===== src/rtl/interleaver_pkg.sv =====
// -----------------------------------------------------------------------------
// interleaver_pkg
//   Shared constants and types for the convolutional interleaver front end.
//   BRANCHES_DEF / DATA_W_DEF : default branch count and word width
//   SYNC_BYTE                 : MPEG-TS sync byte value seen on in_sync words
//   branch_idx_t              : branch index type for the default branch count
// -----------------------------------------------------------------------------
package interleaver_pkg;
   localparam int         BRANCHES_DEF = 12;
   localparam int         DATA_W_DEF   = 8;
   localparam logic [7:0] SYNC_BYTE    = 8'h47;
   localparam int         SEL_W_DEF    = $clog2(BRANCHES_DEF);

   typedef logic [SEL_W_DEF-1:0] branch_idx_t;
endpackage


===== src/rtl/commutator_counter.sv =====
// -----------------------------------------------------------------------------
// commutator_counter
//   Modulo-BRANCHES branch pointer for the commutator.
//   Ports:
//     clk, rst_n   : clock, asynchronous active-low reset (pointer -> 0)
//     i_inc        : advance pointer by one, wrapping BRANCHES-1 -> 0
//     i_load       : load i_load_val (takes priority over i_inc)
//     i_load_val   : value loaded on i_load
//     o_ptr        : registered pointer
// -----------------------------------------------------------------------------
module commutator_counter
   import interleaver_pkg::*;
#(
   parameter int BRANCHES = BRANCHES_DEF,
   parameter int SEL_W    = $clog2(BRANCHES)
) (
   input  logic             clk,
   input  logic             rst_n,
   input  logic             i_inc,
   input  logic             i_load,
   input  logic [SEL_W-1:0] i_load_val,
   output logic [SEL_W-1:0] o_ptr
);

   logic [SEL_W-1:0] r_ptr;
   logic [SEL_W-1:0] w_ptr_nxt;

   always_comb begin
      w_ptr_nxt = r_ptr;
      if (i_load) begin
         w_ptr_nxt = i_load_val;
      end else if (i_inc) begin
         w_ptr_nxt = (int'(r_ptr) == BRANCHES - 1) ? '0 : r_ptr + 1'b1;
      end
   end

   always_ff @(posedge clk or negedge rst_n) begin
      if (!rst_n) begin
         r_ptr <= '0;
      end else begin
         r_ptr <= w_ptr_nxt;
      end
   end

   assign o_ptr = r_ptr;

endmodule


===== src/rtl/interleaver_commutator_demux.sv =====
// -----------------------------------------------------------------------------
// interleaver_commutator_demux
//   Registered 1-to-BRANCHES word commutator feeding the per-branch delay FIFOs
//   of a convolutional interleaver. One cycle latency, held branch outputs.
//   Optional feature macro: SYNC_ALIGN_EN (sync words realign the pointer to
//   branch 0 in auto mode and flag a slip when the pointer was elsewhere).
//   Ports:
//     clk, rst_n  : clock, asynchronous active-low reset
//     in_data     : input word            in_valid  : input word valid
//     in_ready    : word accepted this cycle (combinational from target)
//     auto_mode   : 1 = internal pointer, 0 = sel_in chooses the branch
//     sel_in      : manual branch index   in_sync   : word is a sync byte
//     br_ready    : per-branch downstream ready
//     br_data     : packed held branch words, branch i at [i*DATA_W +: DATA_W]
//     br_valid    : one-cycle load strobe per branch
//     cur_branch  : registered auto-mode pointer
//     sel_err     : pulse, manual select was out of range (word dropped)
//     sync_slip   : pulse, sync word arrived while pointer was not on branch 0
// -----------------------------------------------------------------------------
module interleaver_commutator_demux
   import interleaver_pkg::*;
#(
   parameter int BRANCHES = BRANCHES_DEF,
   parameter int DATA_W   = DATA_W_DEF,
   parameter int SEL_W    = $clog2(BRANCHES)
) (
   input  logic                       clk,
   input  logic                       rst_n,
   input  logic [DATA_W-1:0]          in_data,
   input  logic                       in_valid,
   output logic                       in_ready,
   input  logic                       auto_mode,
   input  logic [SEL_W-1:0]           sel_in,
   input  logic                       in_sync,
   input  logic [BRANCHES-1:0]        br_ready,
   output logic [BRANCHES*DATA_W-1:0] br_data,
   output logic [BRANCHES-1:0]        br_valid,
   output logic [SEL_W-1:0]           cur_branch,
   output logic                       sel_err,
   output logic                       sync_slip
);

   localparam logic [SEL_W-1:0] PTR_AFTER_SYNC = SEL_W'(1);

   logic [SEL_W-1:0]    w_ptr;
   logic [SEL_W-1:0]    w_tgt;
   logic                w_tgt_ok;
   logic                w_sync_hit;
   logic                w_xfer;
   logic                w_hit;
   logic                w_inc;
   logic                w_load;
   logic [BRANCHES-1:0] w_strobe_nxt;

   logic [DATA_W-1:0]   r_br_data_p1 [BRANCHES];
   logic [BRANCHES-1:0] r_br_valid_p1;
   logic                r_sel_err_p1;
   logic                r_sync_slip_p1;

`ifdef SYNC_ALIGN_EN
   assign w_sync_hit = auto_mode & in_sync;
`else
   // in_sync is intentionally ignored in this build
   logic w_unused_sync;
   assign w_unused_sync = in_sync;
   assign w_sync_hit    = 1'b0;
`endif

   // Sync words in auto mode always go to branch 0 regardless of the pointer
   assign w_tgt    = !auto_mode ? sel_in : (w_sync_hit ? '0 : w_ptr);
   assign w_tgt_ok = int'(w_tgt) < BRANCHES;

   // Out-of-range manual selects are accepted so the bad word is drained
   assign in_ready = w_tgt_ok ? br_ready[w_tgt] : 1'b1;
   assign w_xfer   = in_valid & in_ready;
   assign w_hit    = w_xfer & w_tgt_ok;

   // Pointer only moves on auto-mode transfers; manual mode leaves it frozen
   assign w_inc  = w_xfer & auto_mode & ~w_sync_hit;
   assign w_load = w_xfer & w_sync_hit;

   always_comb begin
      w_strobe_nxt = '0;
      if (w_hit) begin
         w_strobe_nxt[w_tgt] = 1'b1;
      end
   end

   commutator_counter #(
      .BRANCHES (BRANCHES),
      .SEL_W    (SEL_W)
   ) u_counter (
      .clk        (clk),
      .rst_n      (rst_n),
      .i_inc      (w_inc),
      .i_load     (w_load),
      .i_load_val (PTR_AFTER_SYNC),
      .o_ptr      (w_ptr)
   );

   // ---- stage p1: branch registers and one-cycle flags ----
   always_ff @(posedge clk or negedge rst_n) begin
      if (!rst_n) begin
         r_br_valid_p1  <= '0;
         r_sel_err_p1   <= 1'b0;
         r_sync_slip_p1 <= 1'b0;
         for (int i = 0; i < BRANCHES; i++) begin
            r_br_data_p1[i] <= '0;
         end
      end else begin
         r_br_valid_p1  <= w_strobe_nxt;
         r_sel_err_p1   <= w_xfer & ~w_tgt_ok;
         r_sync_slip_p1 <= w_load & (w_ptr != '0);
         for (int i = 0; i < BRANCHES; i++) begin
            if (w_strobe_nxt[i]) begin
               r_br_data_p1[i] <= in_data;
            end
         end
      end
   end

   for (genvar g = 0; g < BRANCHES; g++) begin : g_pack
      assign br_data[g*DATA_W +: DATA_W] = r_br_data_p1[g];
   end

   assign br_valid   = r_br_valid_p1;
   assign sel_err    = r_sel_err_p1;
   assign sync_slip  = r_sync_slip_p1;
   assign cur_branch = w_ptr;

endmodule

===== config.mk =====
export PLATFORM = sky130hd
export DESIGN_NAME = interleaver_commutator_demux
export DESIGN_NICKNAME = d
export VERILOG_FILES = /design/src/rtl/interleaver_pkg.sv /design/src/rtl/commutator_counter.sv /design/src/rtl/interleaver_commutator_demux.sv
export SDC_FILE = /design/constraint.sdc
export NUM_CORES = 1
export LEC_CHECK = 0
export CORE_MARGIN = 1.5
export CORE_UTILIZATION = 52
export CTS_CLUSTER_DIAMETER = 100
export DETAILED_ROUTE_END_ITERATION = 10
export GPL_ROUTABILITY_DRIVEN = 0
export PLACE_DENSITY = 0.88
export SYNTH_ARGS = -nofsm -noshare
export SYNTH_HDL_FRONTEND = slang
export SYNTH_HIERARCHICAL = 1
export SYNTH_SLANG_ARGS = --single-unit

===== constraint.sdc =====
create_clock -name clk -period 7.57 [get_ports clk]
set_clock_uncertainty 0.2 [all_clocks]
set_input_delay 1.8925 -clock clk [delete_from_list [all_inputs] [get_ports clk]]
set_output_delay 1.8925 -clock clk [all_outputs]
set_load 0.01 [all_outputs]

==> Word-level counts from Yosys, hierarchy flattened <==
Index checks and enable logic that the tools add are counted.
{ "op_classes": {"addsub": 1, "magnitude_cmp": 3, "n_eq_ne": 1, "n_mux": 8, "n_bitwise": 5, "reduce_logical": 1} }
{ "ops": {"columns": ["operator", "count"], "rows": [
  ["$mux 12", 1],
  ["$mux 4", 2],
  ["$lt 4x5->1 const B", 1],
  ["$add 4x1->4 const B", 1],
  ["$and 1x1->1", 4],
  ["$bmux 1 s4", 1],
  ["$demux 1 s4", 1],
  ["$eq 4x4->1 const B", 1],
  ["$ge 4x1->1 const B", 1],
  ["$lt 4x4->1 const B", 1],
  ["$mux 1", 3],
  ["$logic_and 1x1->1", 1],
  ["$not 1->1", 1]
]} }
{ "totals": {"register_bits": 113, "in_bits": 29, "output_inout_bits": 115} }

==> Logic depth before layout (Yosys ltp) <==
{ "logic_depth": {"word_depth": 7, "ltp_mapped": 11, "mapped_depth_nobuf": 8} }

==> Cells and area by module <==
Netlist, hierarchy kept.
{ "modules_own_cells": {"columns": ["mod", "instances", "cells_each", "area_each_um2", "seq_area_each_um2"], "rows": [
  ["interleaver_commutator_demux", 1, 351, 4825.9, 2727.6],
  ["commutator_counter", 1, 26, 236.5, 100.1]
]} }

==> Least setup slack after synthesis <==
OpenSTA, ideal clock, no wires.
{ "synth_path": {"path_type": "input port to output port", "start": "in auto_mode", "end": "out in_ready", "arrival_ns": 3.586, "slack_ns": 1.892, "path_stages": 7, "path_buffers": 3, "cell_sequence": "buf_6 > buf_6 > mux2i_2 > a41oi_1 > a211oi_2 > buf_2 > inv_1"} }
{ "synth_via": {"elab_chain_cells": 4, "word_cells_on_any_way": 5} }
{ "synth_rtl": {"columns": ["item", "line_no", "rtl"], "rows": [
  ["start: declaration", "interleaver_commutator_demux.sv:32", "input logic auto_mode,"],
  ["$mux 4 (*)", "interleaver_commutator_demux.sv:70", "assign w_tgt = !auto_mode ? sel_in : (w_sync_hit ? '0 : w_ptr);"],
  ["$bmux 1 s4", "interleaver_commutator_demux.sv:74", "assign in_ready = w_tgt_ok ? br_ready[w_tgt] : 1'b1;"],
  ["$mux 1 (implied by the code)", "interleaver_commutator_demux.sv:74", null],
  ["$mux 1 (*)", "interleaver_commutator_demux.sv:74", null],
  ["end: declaration", "interleaver_commutator_demux.sv:31", "output logic in_ready,"]
]} }
Mark *: on every way between the ends. The rest lies on a longest branch, timed or not. The select of a mux whose other input is x is not followed.

==> Final worst setup path <==
Same ends and word-level chain as after synthesis.

==> results.toml <==
[clock_tree]
cts_max_level = 4
clock-sinks = 113
cts_made_buffers = 17
cts_tree = "done"
root_buffer = "clkbuf_8"
insertion_delay_ns = 0.50
cts_buffer_depth = 2
ctsHoldBuffers = 0
cts_resized = 0
post_cts_buffers = 0
clkTransAtPathRegs_ns = 0.06

[synthesis]
syn_area_per_cell_sq_um = 13.4
synth_seq_cells = 113
synth_area_sq_mm = 0.00506
synth-seq-area-share = 0.559
synth_top_flop_cell = "dfrtp_1"
synth_top_area_frac = 0.559
synth_most_common_cell = "dfrtp_1"
ys_top_cells_by_area = "dfrtp_1 56%, mux2_2 12%, o31ai_1 9.5%"
synth_edf_count = 0
yosysTopAreaCell = "dfrtp_1"
synth.distinct_cells = 52
synthArstFlopShare = 1.00
yosys_warnings = 6
synthTopCellsByCount = "113 x dfrtp_1, 64 x o31ai_1, 56 x mux2_2"
synthCells = 377

[detailed_routing]
vias = 3820
routed_wirelength_microns = 13600
dr.pass1.iters = 7
viasPerCell = 5.73
post_drt_wl_per_cell_microns = 20.4
drc = 0
ant_nets = 0
drt_iter0_drc = 195

[outcome]
status = "completed"

[timing]
clock.fmax_mhz = 149
layout_min_cycle_time_ns = 6.73
period_share = 0.889
hold_viol_final = 0
fin_setup_tns_ns = 0
rsz0062_at_grt = "false"
drv_slew = 0
worst_pin_slew_ns = 0.955
max_slew_margin = 0.363
setup_viol = 0

[worst_hold_path]
hp-class = "flop to flop"

[final_layout]
drive_gt1_frac = 0.227
n_fill_cell = 589
antennaDiodeCount = 0
finish.utilization = 0.762
layout.nets = 555
syn2layout_area_growth_pct = 40.3

[floorplanning]
core_sq_mm = 0.00933
die_area_sq_mm = 0.0103
die_x_microns = 102
io_pins = 144
chipHeight_microns = 102
rows = 35
start_util = 0.543

[setup_path]
cp.arrival_ns = 4.63
start_kind = "input port"
critPathMaxFanout = 19
critical_path_required_ns = 5.48
crit_type = "input port to output pin"
end_kind = "output pin"

[pwr]
ir_worst_vdd_mv = 0.251
p_leak_nw = 3.04
power_density_mw_per_mm2 = 364

[global_routing]
grt_pass1_vias = 3972
grt_pass1_wl_microns = 20800
antenna_found_initial = 0
grt_util_all_layers = 0.272
grt_overflow_total = 0
grt_max_degree = 78

[placed_design]
dp_hpwl_microns = 8950
portBuffers = 141

[run]
maxCapViolCount = 0
## layer usage
metal  track usage  wire length, microns
met3         0.104                  1120
met2         0.470                  7030
met4        0.0972                   267
met1         0.308                  5170
met5             0                     0
## cells by family (layout without fill, tap and decap cells)
family / Yosys count / after routing / synth area share
flops: 113 / 113 / 0.559
compound gates: 102 / 102 / 0.170
mux: 71 / 71 / 0.164
simple gates: 49 / 49 / 0.0549
buf+inv: 39 / 189 / 0.0492
other cells: 2 / 13 / 0.00148
fa+ha+maj: 1 / 1 / 0.00247
## power breakdown
part | switching (mW) | internal, mW | total, mW
logic | 0.355 | 0.507 | 0.863
registers | 0.126 | 0.803 | 0.928
clock network | 0.293 | 0.504 | 0.796
total | 0.773 | 1.81 | 2.59
## worst paths after layout
kind,from,end,slack [ns],cells after the start
setup / recovery,auto_mode,in_ready,0.84,6
hold / removal,br_data[74],br_data[74],0.30,1
setup reg to reg,u_counter/o_ptr[1],u_counter/o_ptr[3],4.38,9
hold reg to reg,br_data[74],br_data[74],0.30,1
max in group asynchronous,rst_n,u_counter/o_ptr[0],4.70,2
min in group asynchronous,rst_n,br_data[14],1.14,1
## flip-flops by register name, summed over array words and instances, names as in the netlist
| name | flops |
|---|---|
| br_data | 96 |
| br_valid | 12 |
| sel_err | 1 |
| u_counter/o_ptr | 4 |
## area by class of cell
class | count | area, sq um | share of cell area
multi-input cells | 236 | 2030 | 0.286
clock inverters | 15 | 183 | 0.0257
flip-flops and latches | 113 | 2830 | 0.398
well taps | 129 | 161 | 0.0227
repair buffers | 145 | 1440 | 0.203
clock buffers | 17 | 414 | 0.0583
inverters | 12 | 45.0 | 0.00634
## placed cells by master (no fill, tap or decap), types with 5 or more instances in the layout
master,synthesis,final
dfrtp_1,113,113
clkdlybuf4s50_1,0,140
buf_4,2,5
inv_1,11,11
mux2_4,9,9
mux2_2,56,56
o31ai_1,64,64
o21ai_0,8,8
and2_1,11,11
mux2i_1,5,5
conb_1,2,13
nor2_1,7,7
clkbuf_16,0,16
nand2_1,16,16
## through the flow
step	instances	area (sq um)	setup WS [ns]	power, mW	hold WS (ns)
after floorplan	388	5100	1.89	1.27	0.338
after global placement	635	6510	0.904	1.75	0.286
after detailed placement	635	6510	0.867	1.79	0.293
after CTS	667	7100	0.848	2.60	0.307
after global routing	667	7100	0.694	2.70	0.322
final	667	7100	0.843	2.59	0.305
## worst max-delay path, stage by stage
cell	delay, ns
clkdlybuf4s50_1	0.89
mux2i_2	0.82
a41oi_1	0.18
a211oi_4	0.29
inv_1	0.08
clkdlybuf4s50_1	0.48
(Power assumes the default switching activity.)
